**config.mk**
```make
export PLATFORM = sky130hd
export DESIGN_NAME = seq_pattern_tx_flat
export DESIGN_NICKNAME = d
export VERILOG_FILES = /design/src/rtl/seq_pattern_tx_if.sv /design/src/rtl/seq_pattern_tx.sv /design/src/flat_wrapper.sv
export SDC_FILE = /design/constraint.sdc
export NUM_CORES = 1
export LEC_CHECK = 0
export ABC_AREA = 1
export ABC_CLOCK_PERIOD_IN_PS = 3680
export BUFFER_PORTS_ARGS = -buffer_cell sky130_fd_sc_hd__buf_2
export CAP_MARGIN = 10
export CORE_ASPECT_RATIO = 1.2
export CORE_MARGIN = 5
export CORE_UTILIZATION = 58
export CTS_CLUSTER_DIAMETER = 60
export CTS_CLUSTER_SIZE = 25
export DETAILED_ROUTE_END_ITERATION = 7
export GPL_ROUTABILITY_DRIVEN = 0
export PLACE_DENSITY = 0.81
export SLEW_MARGIN = 30
export SYNTH_ARGS = -nofsm -noshare
export SYNTH_HDL_FRONTEND = slang
export SYNTH_SLANG_ARGS = --single-unit
```
**constraint.sdc**
```tcl
create_clock -name clk -period 3.68 [get_ports clk]
set_input_delay 0.184 -clock clk [delete_from_list [all_inputs] [get_ports clk]]
set_output_delay 0.184 -clock clk [all_outputs]
set_load 0.05 [all_outputs]
```
**src/rtl/seq_pattern_tx_if.sv**
```systemverilog
// Producer-side handshake and serial-link signals of the frame transmitter.
// master: parallel producer; slave: seq_pattern_tx.
interface seq_pattern_tx_if #(
  parameter int DATA_W = 8
);
  logic              in_valid;
  logic [DATA_W-1:0] in_data;
  logic              in_ready;
  logic              dout;
  logic              busy;
  logic              frame_done;

  modport master (
    output in_valid, in_data,
    input  in_ready, dout, busy, frame_done
  );

  modport slave (
    input  in_valid, in_data,
    output in_ready, dout, busy, frame_done
  );
endinterface

```
**src/rtl/seq_pattern_tx.sv**
```systemverilog
// Serial frame transmitter: preamble (MSB first), payload word (MSB first), idle gap.
// Optional even-parity bit after the payload when SEQ_PATTERN_TX_PARITY_EN is defined.
module seq_pattern_tx #(
  parameter int              DATA_W     = 8,
  parameter int              PRE_W      = 3,
  parameter logic [PRE_W-1:0] PREAMBLE  = 3'b101,
  parameter int              GAP_CYCLES = 2
) (
  input  logic             clk,
  input  logic             reset,
  seq_pattern_tx_if.slave  bus
);

  localparam int FRAME_W = PRE_W + DATA_W;
  localparam int MAX_PD  = (PRE_W > DATA_W) ? PRE_W : DATA_W;
  localparam int MAX_LEN = (MAX_PD > GAP_CYCLES) ? MAX_PD : GAP_CYCLES;
  localparam int CNT_W   = (MAX_LEN > 1) ? $clog2(MAX_LEN) : 1;

  localparam logic [CNT_W-1:0] PRE_LAST  = CNT_W'(PRE_W - 1);
  localparam logic [CNT_W-1:0] DATA_LAST = CNT_W'(DATA_W - 1);
  localparam logic [CNT_W-1:0] GAP_LAST  = CNT_W'(GAP_CYCLES - 1);

  typedef enum logic [2:0] {
    S_IDLE = 3'd0,
    S_PRE  = 3'd1,
    S_DATA = 3'd2,
`ifdef SEQ_PATTERN_TX_PARITY_EN
    S_PAR  = 3'd3,
`endif
    S_GAP  = 3'd4
  } state_t;

  state_t             state_q, state_d;
  logic [CNT_W-1:0]   cnt_q, cnt_d;
  logic [FRAME_W-1:0] shreg_q, shreg_d;
  logic               dout_q, dout_d;
  logic               busy_q, busy_d;
  logic               frame_done_q, frame_done_d;
  logic               in_ready_q, in_ready_d;

`ifdef SEQ_PATTERN_TX_PARITY_EN
  logic par_q, par_d;

  function automatic logic even_parity(input logic [DATA_W-1:0] word);
    return ^word;
  endfunction
`endif

  // Next-state, shift and counter logic; outputs are derived from the next state so they register cleanly.
  always_comb begin
    state_d = state_q;
    cnt_d   = cnt_q;
    shreg_d = shreg_q;
    dout_d  = 1'b0;
`ifdef SEQ_PATTERN_TX_PARITY_EN
    par_d   = par_q;
`endif
    case (state_q)
      S_IDLE: begin
        if (bus.in_valid) begin
          // First preamble bit goes straight to dout; the shifter holds the rest of the frame.
          state_d = S_PRE;
          cnt_d   = '0;
          shreg_d = {PREAMBLE[PRE_W-1:0], bus.in_data};
          shreg_d = {shreg_d[FRAME_W-2:0], 1'b0};
          dout_d  = PREAMBLE[PRE_W-1];
`ifdef SEQ_PATTERN_TX_PARITY_EN
          par_d   = even_parity(bus.in_data);
`endif
        end else begin
          state_d = S_IDLE;
        end
      end
      S_PRE: begin
        dout_d  = shreg_q[FRAME_W-1];
        shreg_d = {shreg_q[FRAME_W-2:0], 1'b0};
        if (cnt_q == PRE_LAST) begin
          state_d = S_DATA;
          cnt_d   = '0;
        end else begin
          cnt_d   = cnt_q + 1'b1;
        end
      end
      S_DATA: begin
        if (cnt_q == DATA_LAST) begin
          cnt_d   = '0;
`ifdef SEQ_PATTERN_TX_PARITY_EN
          state_d = S_PAR;
          dout_d  = par_q;
`else
          state_d = S_GAP;
          dout_d  = 1'b0;
`endif
        end else begin
          dout_d  = shreg_q[FRAME_W-1];
          shreg_d = {shreg_q[FRAME_W-2:0], 1'b0};
          cnt_d   = cnt_q + 1'b1;
        end
      end
`ifdef SEQ_PATTERN_TX_PARITY_EN
      S_PAR: begin
        state_d = S_GAP;
        cnt_d   = '0;
      end
`endif
      S_GAP: begin
        if (cnt_q == GAP_LAST) begin
          state_d = S_IDLE;
          cnt_d   = '0;
        end else begin
          cnt_d   = cnt_q + 1'b1;
        end
      end
      default: begin
        state_d = S_IDLE;
        cnt_d   = '0;
      end
    endcase
    busy_d       = (state_d != S_IDLE);
    in_ready_d   = (state_d == S_IDLE);
    frame_done_d = (state_d == S_GAP) && (cnt_d == GAP_LAST);
  end

  // State and registered outputs; reset abandons any frame in progress.
  always_ff @(posedge clk or posedge reset) begin
    if (reset) begin
      state_q      <= S_IDLE;
      cnt_q        <= '0;
      shreg_q      <= '0;
      dout_q       <= 1'b0;
      busy_q       <= 1'b0;
      frame_done_q <= 1'b0;
      in_ready_q   <= 1'b1;
`ifdef SEQ_PATTERN_TX_PARITY_EN
      par_q        <= 1'b0;
`endif
    end else begin
      state_q      <= state_d;
      cnt_q        <= cnt_d;
      shreg_q      <= shreg_d;
      dout_q       <= dout_d;
      busy_q       <= busy_d;
      frame_done_q <= frame_done_d;
      in_ready_q   <= in_ready_d;
`ifdef SEQ_PATTERN_TX_PARITY_EN
      par_q        <= par_d;
`endif
    end
  end

  assign bus.dout       = dout_q;
  assign bus.busy       = busy_q;
  assign bus.frame_done = frame_done_q;
  assign bus.in_ready   = in_ready_q;

endmodule

```
**src/flat_wrapper.sv**
```systemverilog
// flat-port wrapper written by rule: the top's interface ports become plain ports
module seq_pattern_tx_flat 
#(
  parameter int              DATA_W     = 8,
  parameter int              PRE_W      = 3,
  parameter logic [PRE_W-1:0] PREAMBLE  = 3'b101,
  parameter int              GAP_CYCLES = 2
)
  (clk, reset, bus_in_valid, bus_in_data, bus_in_ready, bus_dout, bus_busy, bus_frame_done);
  seq_pattern_tx_if #(.DATA_W(DATA_W)) bus_i ();
  input  logic clk;
  input  logic reset;
  input wire logic [$bits(bus_i.in_valid)-1:0] bus_in_valid;
  input wire logic [$bits(bus_i.in_data)-1:0] bus_in_data;
  output wire logic [$bits(bus_i.in_ready)-1:0] bus_in_ready;
  output wire logic [$bits(bus_i.dout)-1:0] bus_dout;
  output wire logic [$bits(bus_i.busy)-1:0] bus_busy;
  output wire logic [$bits(bus_i.frame_done)-1:0] bus_frame_done;
  assign bus_i.in_valid = bus_in_valid;
  assign bus_i.in_data = bus_in_data;
  assign bus_in_ready = bus_i.in_ready;
  assign bus_dout = bus_i.dout;
  assign bus_busy = bus_i.busy;
  assign bus_frame_done = bus_i.frame_done;
  seq_pattern_tx #(.DATA_W(DATA_W), .PRE_W(PRE_W), .PREAMBLE(PREAMBLE), .GAP_CYCLES(GAP_CYCLES)) u_core (.clk(clk), .reset(reset), .bus(bus_i));
endmodule
```
Word-level counts from Yosys, hierarchy flattened
Index checks and enable logic that the tools add are counted.

Register bits: 21. Latch bits: 0. Memory bits (writable): 0. ROM bits: 0. Input port bits: 11. Output and inout port bits: 4. Word-level logic and storage cells: 40. Memories kept: 0.

Add/sub/neg operators: 1. $mul: 0. Div/mod/pow operators: 0. Magnitude comparators: 0. Eq/ne operators: 10. Shifts and indexed selects: 0. Muxes and demuxes: 16. Bitwise logic cells: 0. Reductions and logical operators: 6.

Operators by type and width (number): $pmux W11 S3 (1); $pmux W3 S4 (2); $mux W11 (2); $mux W3 (7); $eq A3 B1 Y1 const B (3); $eq A3 B3 Y1 const B (3); $eq A3 B2 Y1 const B (2); $logic_not A3 Y1 (2); $reduce_bool A3 Y1 (2); $ne A2 B2 Y1 const B (2); $add A3 B1 Y3 const B (1); $mux W1 (3); $pmux W1 S3 (1); $reduce_and A3 Y1 (1); $logic_and A1 B1 Y1 (1).

Depth between registers and ports, before layout
Gate-level depths: netlist of run 1.

Depth in word-level cells: 5. Gate-level depth with buffers: 8. Mapped depth without buffers: 8.

Worst setup path before layout of run 1
OpenSTA, ideal clock, no wires.

Path kind: reg2reg. From: register u_core.cnt_q[0]. To: register u_core.shreg_q[10]. Setup time: 121 ps. Data arrival time: 1292 ps. Required time: 3559 ps. Path slack: 2267 ps. Cell stages (with the launch flop): 8. Path buffers: 1. Clock period less this slack: 1413 ps. Cell sequence: dfrtp_1 -> ha_1 -> ha_1 -> nand3_1 -> nand3_2 -> buf_4 -> nand2_1 -> o21ai_1.

Longest elaborated chain between the ends: 3.

RTL lines: start: declaration (RTL line seq_pattern_tx.sv:34) `logic [CNT_W-1:0] cnt_q, cnt_d;`; start signal: assignment (RTL line seq_pattern_tx.sv:139) `cnt_q <= cnt_d;`; $eq A3 B3 Y1 (RTL line seq_pattern_tx.sv:85) `if (cnt_q == DATA_LAST) begin`; $ne A2 B2 Y1 (no source line); $reduce_and A3 Y1 (no source line); end signal: assignment (RTL line seq_pattern_tx.sv:140) `shreg_q <= shreg_d;`; end: declaration (RTL line seq_pattern_tx.sv:35) `logic [FRAME_W-1:0] shreg_q, shreg_d;`.

Every way passes these cells. A chain may end at the register's enable or synchronous reset.

Worst setup path after layout of run 1
From: register u_core.cnt_q[0]. To: register u_core.shreg_q[2].

Same word-level chain as after synthesis.

==> results of run 1 <==
-- layout by cell type, fill, tap and decap left out --
cell / n
clkbuf_8: 1
inv_2: 1
or2_2: 1
o21ai_0: 5
dfstp_2: 1
a21oi_1: 2
dfrtp_1: 19
nand2_1: 62
inv_1: 11
nand4_1: 3
nand3_2: 1
nor2_1: 7
buf_2: 14
nor2_4: 1
clkbuf_4: 3
o21ai_1: 2
ha_1: 4
nand2_2: 1
nand3_1: 5
o311ai_0: 1
o22ai_1: 1
nand3b_1: 1
-- worst paths after layout --
check | startpoint | slack [ns] | depth (start not counted) | endpoint
max | u_core.cnt_q[0] | 1.95 | 7 | u_core.shreg_q[2]
max reg2reg | u_core.cnt_q[0] | 1.95 | 7 | u_core.shreg_q[2]
max in group asynchronous | reset | 3.23 | 2 | u_core.shreg_q[7]
min in group clk | bus_in_data[0] | 0.12 | 3 | u_core.shreg_q[1]
min reg2reg | u_core.shreg_q[4] | 0.50 | 2 | u_core.shreg_q[4]
min | reset | -0.009 | 2 | u_core.shreg_q[8]
-- cell type report --
type / count / area (um^2) / share of cell area [%]
inverter: 12 / 45.0 / 3.99
timing repair buffer: 14 / 70.1 / 6.20
sequential: 20 / 502 / 44.4
tap: 18 / 22.5 / 1.99
multi-input combinational: 97 / 454 / 40.2
clock buffer: 4 / 36.3 / 3.21
-- flip-flops by register name (all words and copies together), names as in the netlist --
signal and cells:
u_core.shreg_q 10, u_core.cnt_q 3, u_core.state_q 3, u_core.bus.busy 1
u_core.bus.dout 1, u_core.bus.frame_done 1, u_core.bus.in_ready 1
-- through the flow --
stage / instances / cell area, um^2 / total power, uW / hold WS, ns / utilization (%)
floorplan: 130 / 1010 / 732 / 0.147 / -
global placement: 161 / 1090 / 819 / 0.335 / 66.6
detailed placement: 161 / 1090 / 834 / 0.345 / 66.6
CTS: 165 / 1130 / 961 / 0.00858 / 68.8
global route: 165 / 1130 / 1050 / 0.0509 / 68.8
finish: 165 / 1130 / 954 / -0.00906 / 68.8
-- per-layer routing --
metal | vias up | part of all wire, % | GRT usage [%] | wire, um
li1 | 442 | - | - | -
met1 | 399 | 42 | 21.1 | 870
met2 | 22 | 51 | 29.1 | 1050
met3 | 6 | 5.3 | 2.91 | 109
met4 | 0 | 2.1 | 8.85 | 44
met5 | - | 0 | 0 | 0
-- cell families after synthesis --
| logic type | Yosys count |
|---|---|
| DFF | 20 |
| adders and majority gates | 4 |
| AOI/OAI and AO/OA | 11 |
| and+or+nand+nor | 82 |
| buffers and inverters | 13 |
-- report_power, final --
part           switching, uW  internal, uW  leakage (uW)
Combinational            315           139      0.000378
Clock                   65.1          60.4     0.0000210
Sequential              60.9           314      0.000250
==> results.tsv, run 1 <==
stage	metric	value	unit
timing	fin_skew	0.00414	ns
finish	antenna_cells	0	
power_and_ir_drop	leakage	0.000649	uW
floorplan	io_pins	15	
clock_tree	h-tree-depth	1	
clock_tree	clk_path_buf_depth	2	
clock_tree	postCtsHoldBufs	0	
worst_setup_path	path_buf_inv	1	
worst_setup_path	path_max_fanout	16	
synth	synth_area_leaders	dfrtp_1 (47%), nand2_1 (23%), ha_1 (5.0%)	
min_path	hp-class	in2async	
synth	muxShareOfSynthArea	0	%
synth	synth_edf_count	0	
grt	grt_pass1_wl	3570	um
worst_setup_path	worstPathCellList	ha_1, ha_1, nand3_1, nand3_2, inv_1, nand2_1, nand2_1	
status	outcome	finished with violations	
timing	min_period	1.73	ns
synth	synth_top_area_cell	dfrtp_1	
clock_tree	cts_sinks	20	
grt	first_global_vias	911	
finish	drive_gt1_share	16.3	%
finish	area_growth_syn_to_layout	12.0	%
status	violations	negative hold slack	
clock_tree	clk_pin_slew	0.11	ns
placement	dpl.hpwl	1580	um
clock_tree	cts_setup_buffers	0	
timing	setup_viol	0	
timing	fin_ws	1.95	ns
worst_setup_path	cp-end-kind	flip-flop	
placement	preCtsSetupSlack	1.96	ns
timing	tightest_slew	0.737	ns
grt	grt.overflow.total	0	
grt	antenna_found_initial	0	
synth	synth_top_family_by_area	simple AND/OR/NAND/NOR gates	
route	drt-total-wl	2080	um
route	drc_errors	0	
timing	rsz0062_at_grt	no	
floorplan	die_h	55.7	um
route	drtIter0Drc	25	
clock_tree	cts_resized	0	
synth	ys_seq_area_share	49.8	%
synth	yosysMostFrequentCell	nand2_1	
clock_tree	cts_tree	built	
timing	slew_viol_final	0	
synth	synth-main-ff-cell	dfrtp_1	
clock_tree	clock_latency	0.30	ns
grt	globalRouteTotalUtil	17.8	%
worst_setup_path	path_class	reg2reg	
timing	hold_slack	-0.00906	ns
synth	synthAdderAreaFrac	4.96	%
worst_setup_path	cp.arrival	1.97	ns
synth	ys_ff_latch	20	
synth	synth.top_cells.by_count	nand2_1 (62), dfrtp_1 (19), inv_1 (11)	
floorplan	die_area	2680	um^2
grt	grt_max_degree	21	
floorplan	die_w	48.1	um
power_and_ir_drop	power.density	845	nW/um^2
finish	fillCellCount	156	
synth	ys_async_sr_fraction	100	%
timing	slew_headroom	50.8	%
synth	syn-num-nets	145	
finish	nNetsFinal	163	
route	antenna_left	0	
worst_setup_path	crit_slowest_cell	dfrtp_1	
synth	synthCells	130	
synth	yosys_warnings	0	
worst_setup_path	slowest_delay	0.42	ns
timing	tns	0	ns
placement	io_buffers	14	
timing	final-hold-violation-count	19	
flow_run	max_cap_viol_count	0	
synth	synth_compound_gate_area_share	5.96	%
worst_setup_path	cp.required	3.93	ns
synth	syn_avg_cell_area	7.76	um^2
clock_tree	cts_root_buffer	clkbuf_4	
synth	ys_types	20	
floorplan	start_util	61.4	%
clock_tree	cts_buffers	3	
timing	max_freq	579	MHz
power_and_ir_drop	ir_drop	0.428	mV
floorplan	coreArea	1640	um^2
worst_setup_path	worstSetupStartpointType	flip-flop	
worst_setup_path	critPathTopFamily	simple AND/OR/NAND/NOR gates	
synth	syn-cell-area	1010	um^2
synth	synth-xor-area-share	0	%
synth	yosys.area.top_type_share	47.1	%
timing	finalCritPeriodShare	46.9	%
route	wl_per_cell	12.6	um
route	drt_first_pass_iters	4	
route	avgViaCountPerCell	5.27	
synth	synthSimpleGateAreaFrac	34.1	%
route	num_vias	869	
floorplan	core.rowCount	16	
Power figures use the tool's default switching activity.
==> run 2: changes to the inputs <==
--- a/config.mk
+++ b/config.mk
@@ -5,18 +5,18 @@
 export SDC_FILE = /design/constraint.sdc
 export NUM_CORES = 1
 export LEC_CHECK = 0
-export ABC_AREA = 1
-export ABC_CLOCK_PERIOD_IN_PS = 3680
+export ABC_AREA = 0
+export ABC_CLOCK_PERIOD_IN_PS = 1400
 export BUFFER_PORTS_ARGS = -buffer_cell sky130_fd_sc_hd__buf_2
 export CAP_MARGIN = 10
 export CORE_ASPECT_RATIO = 1.2
 export CORE_MARGIN = 5
-export CORE_UTILIZATION = 58
+export CORE_UTILIZATION = 50
 export CTS_CLUSTER_DIAMETER = 60
 export CTS_CLUSTER_SIZE = 25
 export DETAILED_ROUTE_END_ITERATION = 7
 export GPL_ROUTABILITY_DRIVEN = 0
-export PLACE_DENSITY = 0.81
+export PLACE_DENSITY = 0.74
 export SLEW_MARGIN = 30
 export SYNTH_ARGS = -nofsm -noshare
 export SYNTH_HDL_FRONTEND = slang
==> constraint.sdc (replaced) <==
create_clock -name clk -period 1.4 [get_ports clk]
set_input_delay 0.07 -clock clk [delete_from_list [all_inputs] [get_ports clk]]
set_output_delay 0.07 -clock clk [all_outputs]
set_load 0.05 [all_outputs]
==> results.tsv, run 2 <==
stage	metric	value	unit	change
power_and_ir_drop	leakage	0.000673	uW	was 0.000649 uW
synth	muxShareOfSynthArea	7.75	%	was 0%
status	violations	negative setup slack		was negative hold slack
finish	antenna_cells	0		unchanged
synth	yosys.area.top_type_share	43.3	%	was 47.1%
worst_setup_path	cp.required	1.61	ns	was 3.93 ns
route	drt_first_pass_iters	4		unchanged
worst_setup_path	cp.arrival	1.88	ns	was 1.97 ns
timing	slew_headroom	80.5	%	was 50.8%
finish	reg_top3	u_core.shreg_q: 10 flops, u_core.cnt_q: 3 flops, u_core.state_q: 3 flops		unchanged
min_path	hp-class	in2reg		was in2async
floorplan	die_w	52.8	um	was 48.1 um
timing	setup_viol	19		was 0
timing	fin_skew	0.00148	ns	was 0.00414 ns
grt	grt_pass1_wl	3930	um	was 3570 um
route	antenna_left	0		unchanged
finish	largest_register	u_core.shreg_q		unchanged
route	num_vias	842		was 869
route	wl_per_cell	13.1	um	was 12.6 um
timing	rsz0062_at_grt	yes		was no
synth	synth_compound_gate_area_share	15.1	%	was 5.96%
clock_tree	cts_buffers	3		unchanged
floorplan	start_util	53.0	%	was 61.4%
synth	ys_types	37		was 20
synth	ys_ff_latch	20		unchanged
synth	syn-cell-area	1100	um^2	was 1010 um^2
route	drc_errors	0		unchanged
synth	synthAdderAreaFrac	4.56	%	was 4.96%
route	drtIter0Drc	11		was 25
synth	synth-main-ff-cell	dfrtp_1		unchanged
power_and_ir_drop	ir_drop	1.40	mV	was 0.428 mV
synth	synth_top_family_by_area	simple AND/OR/NAND/NOR gates		unchanged
placement	dpl_cell_area	1330	um^2	was 1090 um^2
timing	finalCritPeriodShare	119	%	was 46.9%
status	outcome	finished with violations		unchanged
grt	first_global_vias	925		was 911
floorplan	core.rowCount	18		was 16
grt	grt_max_degree	22		was 21
placement	dpl.hpwl	1570	um	was 1580 um
synth	syn_avg_cell_area	10.4	um^2	was 7.76 um^2
clock_tree	cts_tree	built		unchanged
timing	max_freq	599	MHz	was 579 MHz
route	drt-total-wl	2200	um	was 2080 um
synth	synth_edf_count	0		unchanged
finish	area_growth_syn_to_layout	32.0	%	was 12.0%
timing	final-hold-violation-count	0		was 19
worst_setup_path	path_class	reg2reg		unchanged
finish	stdcell_area	1450	um^2	was 1130 um^2
synth	yosys_warnings	0		unchanged
floorplan	coreArea	2070	um^2	was 1640 um^2
synth	synth_area_leaders	dfrtp_1 (43%), mux2i_1 (6.4%), ha_1 (4.6%)		was dfrtp_1 (47%), nand2_1 (23%), ha_1 (5.0%)
clock_tree	h-tree-depth	1		unchanged
worst_setup_path	cp-end-kind	flip-flop		unchanged
grt	globalRouteTotalUtil	16.1	%	was 17.8%
synth	syn-num-nets	121		was 145
placement	preCtsSetupSlack	-0.265	ns	was 1.96 ns
timing	slew_viol_final	0		unchanged
worst_setup_path	path_max_fanout	4		was 16
flow_run	max_cap_viol_count	0		unchanged
grt	antenna_found_initial	0		unchanged
clock_tree	clock_latency	0.29	ns	was 0.30 ns
synth	ys_seq_area_share	45.7	%	was 49.8%
placement	io_buffers	14		unchanged
synth	synth.top_cells.by_count	dfrtp_1 (19), nor2_1 (13), inv_1 (10)		was nand2_1 (62), dfrtp_1 (19), inv_1 (11)
clock_tree	cts_sinks	20		unchanged
synth	synth-xor-area-share	0.798	%	was 0%
floorplan	io_pins	15		unchanged
timing	min_period	1.67	ns	was 1.73 ns
timing	tightest_slew	0.292	ns	was 0.737 ns
finish	post-route-util	69.9	%	was 68.8%
grt	grt.overflow.total	0		unchanged
synth	ys_async_sr_fraction	100	%	unchanged
synth	yosysMostFrequentCell	dfrtp_1		was nand2_1
finish	drive_gt1_share	46.4	%	was 16.3%
synth	synth_top_area_cell	dfrtp_1		unchanged
power_and_ir_drop	power.total	3260	uW	was 954 uW
clock_tree	clk_path_buf_depth	2		unchanged
finish	nNetsFinal	154		was 163
finish	mostFrequentLayoutCells	buf_4 (16), dfrtp_1 (16), buf_2 (14), nor2_1 (12), a21oi_1 (9)		was nand2_1 (62), dfrtp_1 (19), buf_2 (14), inv_1 (11), nor2_1 (7)
timing	fin_ws	-0.269	ns	was 1.95 ns
power_and_ir_drop	power.density	2250	nW/um^2	was 845 nW/um^2
clock_tree	cts_root_buffer	clkbuf_4		unchanged
finish	largest_reg_flops	10		unchanged
synth	synthSimpleGateAreaFrac	17.9	%	was 34.1%
floorplan	die_area	3240	um^2	was 2680 um^2
worst_setup_path	worstSetupStartpointType	flip-flop		unchanged
floorplan	die_h	61.3	um	was 55.7 um
clock_tree	clk_pin_slew	0.11	ns	about the same
synth	synthCells	106		was 130
route	avgViaCountPerCell	5.01		was 5.27
-- run 2: changes by cell type after synthesis, sizes merged, moves of 2 or more --
| cell | before | now |
|---|---|---|
| a211oi | 0 | 2 |
| nor2 | 8 | 13 |
| or3 | 0 | 2 |
| mux2i | 0 | 7 |
| inv | 12 | 10 |
| nand4 | 3 | 0 |
| nor4b | 0 | 2 |
| buf | 1 | 5 |
| nand2b | 0 | 2 |
| a21oi | 2 | 11 |
| o21ai | 7 | 5 |
| nand3 | 6 | 2 |
| nor3 | 0 | 3 |
| nand2 | 63 | 4 |
-- run 2: final timing paths --
| kind | from | to | slack (ns) | cells past startpoint |
|---|---|---|---|---|
| max reg2reg | u_core.cnt_q[1] | u_core.bus.frame_done | -0.27 | 7 |
| max | u_core.cnt_q[1] | u_core.bus.frame_done | -0.27 | 7 |
| max in group asynchronous | reset | u_core.bus.in_ready | 0.81 | 4 |
| min reg2reg | u_core.shreg_q[8] | u_core.shreg_q[9] | 0.53 | 2 |
| min in group asynchronous | reset | u_core.cnt_q[2] | 0.33 | 4 |
| min | bus_in_data[0] | u_core.shreg_q[1] | 0.04 | 3 |
-- run 2: layer usage --
metal / vias to the layer above / wire length [um] / GRT usage (%)
li1: 425 / - / -
met1: 406 / 924 / 18.9
met2: 9 / 1220 / 29.6
met3: 2 / 45 / 1.69
met4: 0 / 13 / 7.30
met5: - / 0 / 0
-- run 2: cells by family (layout without fill, tap and decap cells) --
kind of cell | after synthesis | after routing
xor gates and xnor gates | 1 | 1
adders and majority gates | 4 | 4
DFF | 20 | 20
buffers and inverters | 16 | 48
muxes | 8 | 8
and+or+nand+nor | 33 | 33
AOI/OAI and AO/OA | 24 | 24
-- run 2: cell type report --
class                   instances  area, um^2
clock buffers                   4        36.3
well taps                      30        37.5
fillers                       147         623
inverters                      10        37.5
repair buffers                 34         251
flip-flops and latches         20         505
multi-input cells              70         581
-- run 2: repair_timing --
item | in CTS | in global routing
hold endpoints to repair | 19 | 0
hold buffers | 1 | 0
pin swaps | 1 | 2
endpoints found under the setup margin | 18 | 18
setup buffers | 3 | 2
cloned | 0 | 0
gates resized for setup | 7 | 6
-- run 2: critical path: stages (launching register included) --
cell and delay (ns):
dfrtp_2 0.45, inv_2 0.07, ha_4 0.17, mux2_4 0.26, a211oi_2 0.20, or3_1 0.14
o21a_2 0.14, nor4b_4 0.17
-- run 2: metrics by stage --
stage	TNS, ns	hold slack [ns]	instances
after global placement	-1.84	0.0997	158
after global routing	-4.82	0.0340	168
after floorplan	-1.06	0.0331	106
final	-3.37	0.0393	168
after detailed placement	-2.43	0.107	158
after CTS	-3.05	0.0297	166
-- run 2: power by group --
group,switching [uW],total [uW],leakage (uW),internal [uW]
Sequential,182,1020,0.000235,841
Combinational,929,1910,0.000418,978
Clock,174,332,0.0000210,158
==> run 3: changes to the inputs <==
--- a/config.mk
+++ b/config.mk
@@ -8,15 +8,17 @@
 export ABC_AREA = 0
 export ABC_CLOCK_PERIOD_IN_PS = 1400
 export BUFFER_PORTS_ARGS = -buffer_cell sky130_fd_sc_hd__buf_2
-export CAP_MARGIN = 10
+export CAP_MARGIN = 20
+export CELL_PAD_IN_SITES_DETAIL_PLACEMENT = 1
+export CELL_PAD_IN_SITES_GLOBAL_PLACEMENT = 1
 export CORE_ASPECT_RATIO = 1.2
 export CORE_MARGIN = 5
-export CORE_UTILIZATION = 50
+export CORE_UTILIZATION = 39
 export CTS_CLUSTER_DIAMETER = 60
 export CTS_CLUSTER_SIZE = 25
 export DETAILED_ROUTE_END_ITERATION = 7
 export GPL_ROUTABILITY_DRIVEN = 0
-export PLACE_DENSITY = 0.74
+export PLACE_DENSITY = 0.73
 export SLEW_MARGIN = 30
 export SYNTH_ARGS = -nofsm -noshare
 export SYNTH_HDL_FRONTEND = slang
==> results.tsv, run 3 (synthesized netlist as in run 2, its figures left out) <==
stage	metric	value	unit	change
timing	slew_viol_final	0		unchanged
clock_tree	cts_tree	built		unchanged
timing	final-hold-violation-count	0		unchanged
route	drt-total-wl	3110	um	was 2200 um
worst_setup_path	worstSetupStartpointType	flip-flop		unchanged
worst_setup_path	path_max_fanout	5		was 4
clock_tree	cts_sinks	20		unchanged
placement	dpl.hpwl	1930	um	was 1570 um
grt	grt_max_degree	21		was 22
status	violations	negative setup slack		unchanged
route	antenna_left	0		unchanged
floorplan	die_area	3980	um^2	was 3240 um^2
timing	finalCritPeriodShare	126	%	was 119%
power_and_ir_drop	power.total	3950	uW	was 3260 uW
finish	area_growth_syn_to_layout	49.6	%	was 32.0%
power_and_ir_drop	power.density	2400	nW/um^2	was 2250 nW/um^2
route	wl_per_cell	17.5	um	was 13.1 um
route	num_vias	907		was 842
clock_tree	cts_buffers	3		unchanged
timing	max_freq	569	MHz	was 599 MHz
worst_setup_path	slowest_delay	0.49	ns	was 0.45 ns
placement	io_buffers	14		unchanged
route	drt_first_pass_iters	4		unchanged
timing	min_period	1.76	ns	was 1.67 ns
finish	mostFrequentLayoutCells	buf_4 (18), dfrtp_1 (17), buf_2 (14), nor2_4 (8), a21oi_2 (8)		was buf_4 (16), dfrtp_1 (16), buf_2 (14), nor2_1 (12), a21oi_1 (9)
route	avgViaCountPerCell	5.12		was 5.01
worst_setup_path	path_class	reg2reg		unchanged
worst_setup_path	path_buf_inv	1		unchanged
finish	stdcell_area	1640	um^2	was 1450 um^2
power_and_ir_drop	ir_drop	1.33	mV	was 1.40 mV
timing	setup_viol	18		was 19
finish	largest_reg_flops	10		unchanged
floorplan	core.rowCount	21		was 18
route	drtIter0Drc	15		was 11
timing	fin_skew	0.00912	ns	was 0.00148 ns
flow_run	max_cap_viol_count	0		unchanged
timing	fin_ws	-0.358	ns	was -0.269 ns
floorplan	start_util	39.8	%	was 53.0%
finish	nNetsFinal	159		was 154
clock_tree	clock_latency	0.32	ns	was 0.29 ns
clock_tree	clk_path_buf_depth	2		unchanged
finish	reg_top3	u_core.shreg_q: 10 flops, u_core.cnt_q: 3 flops, u_core.state_q: 3 flops		unchanged
worst_setup_path	cp-end-kind	flip-flop		unchanged
finish	post-route-util	59.5	%	was 69.9%
worst_setup_path	cp.arrival	2.01	ns	was 1.88 ns
timing	slew_headroom	76.3	%	was 80.5%
grt	first_global_vias	983		was 925
floorplan	die_w	58.4	um	was 52.8 um
clock_tree	cts_root_buffer	clkbuf_4		unchanged
power_and_ir_drop	leakage	0.000726	uW	was 0.000673 uW
clock_tree	clk_pin_slew	0.12	ns	was 0.11 ns
grt	antenna_found_initial	0		unchanged
placement	dpl_cell_area	1350	um^2	was 1330 um^2
route	drc_errors	0		unchanged
floorplan	coreArea	2760	um^2	was 2070 um^2
grt	globalRouteTotalUtil	16.4	%	was 16.1%
worst_setup_path	path_common_cell	ha_4		
worst_setup_path	worstPathCellList	ha_4, ha_4, or2_4, a21oi_4, clkbuf_16, nand3b_1, o21ai_1		was inv_2, ha_4, mux2_4, a211oi_2, or3_1, o21a_2, nor4b_4
worst_setup_path	critPathTopFamily	flip-flops		unchanged
timing	hold_slack	0.0485	ns	was 0.0393 ns
min_path	hp-class	in2reg		unchanged
finish	antenna_cells	0		unchanged
timing	tightest_slew	0.351	ns	was 0.292 ns
worst_setup_path	cp.required	1.65	ns	was 1.61 ns
grt	grt.overflow.total	0		unchanged
finish	final_common_cell	buf_4		
floorplan	io_pins	15		unchanged
clock_tree	h-tree-depth	1		unchanged
finish	largest_register	u_core.shreg_q		unchanged
floorplan	die_h	68.1	um	was 61.3 um
status	outcome	finished with violations		unchanged
worst_setup_path	crit_slowest_cell	dfrtp_2		unchanged
finish	drive_gt1_share	60.1	%	was 46.4%
timing	rsz0062_at_grt	yes		unchanged
grt	grt_pass1_wl	4740	um	was 3930 um
run 3: cell count changes in the layout (fill, tap and decap cells not counted), sizes merged:
cell,previous run,this run
clkbuf,4,5
buf,33,36
dlygate4sd3,1,2
run 3: what timing repair did:
| action | 4_1_cts | 5_1_grt |
|---|---|---|
| cloned | 1 | 1 |
| hold buffers | 2 | 0 |
| resized for setup | 6 | 38 |
| buffers inserted | 2 | 4 |
| pin swaps | 4 | 3 |
| hold endpoints to repair | 20 | 0 |
| setup endpoints to repair | 18 | 19 |
run 3: final cells by class:
class,count,area [um^2]
fill,301,1120
clock buffer,4,36.3
timing repair buffer,39,317
inverter,10,37.5
multi-input combinational,70,704
sequential,20,504
tap,34,42.5
run 3: worst paths after layout:
kind | start | endpoint | slack (ns) | cells past startpoint
worst max-delay path | u_core.cnt_q[1] | u_core.shreg_q[1] | -0.36 | 7
worst min-delay path | bus_in_data[3] | u_core.shreg_q[4] | 0.05 | 3
worst max register to register | u_core.cnt_q[1] | u_core.shreg_q[1] | -0.36 | 7
worst min register to register | u_core.shreg_q[1] | u_core.shreg_q[1] | 0.55 | 2
max in group asynchronous | reset | u_core.bus.in_ready | 0.78 | 4
min in group asynchronous | reset | u_core.shreg_q[5] | 0.35 | 4
run 3: worst min-delay path, cell delays in order:
cell,delay [ns]
buf_2,0.07
mux2i_1,0.07
a21oi_2,0.13
run 3: power breakdown:
group          leakage (uW)  switching [uW]  internal [uW]
Combinational      0.000469            1230           1260
Clock             0.0000210             195            159
Sequential         0.000236             266            842
run 3: layer usage:
metal | share of wire, % | track usage, % | vias to the layer above
met5 | 0 | 0 | -
met4 | 1.5 | 6.96 | 0
met3 | 2.7 | 3.02 | 3
met2 | 57 | 31.4 | 14
met1 | 39 | 17.2 | 451
li1 | - | - | 439
run 3: per-stage QoR:
step	TNS (ns)	setup slack, ns	cells
global placement	-1.97	-0.194	165
finish	-4.71	-0.358	177
global route	-5.92	-0.415	177
floorplan	-1.06	-0.136	106
detailed placement	-2.74	-0.293	165
CTS	-4.16	-0.318	173
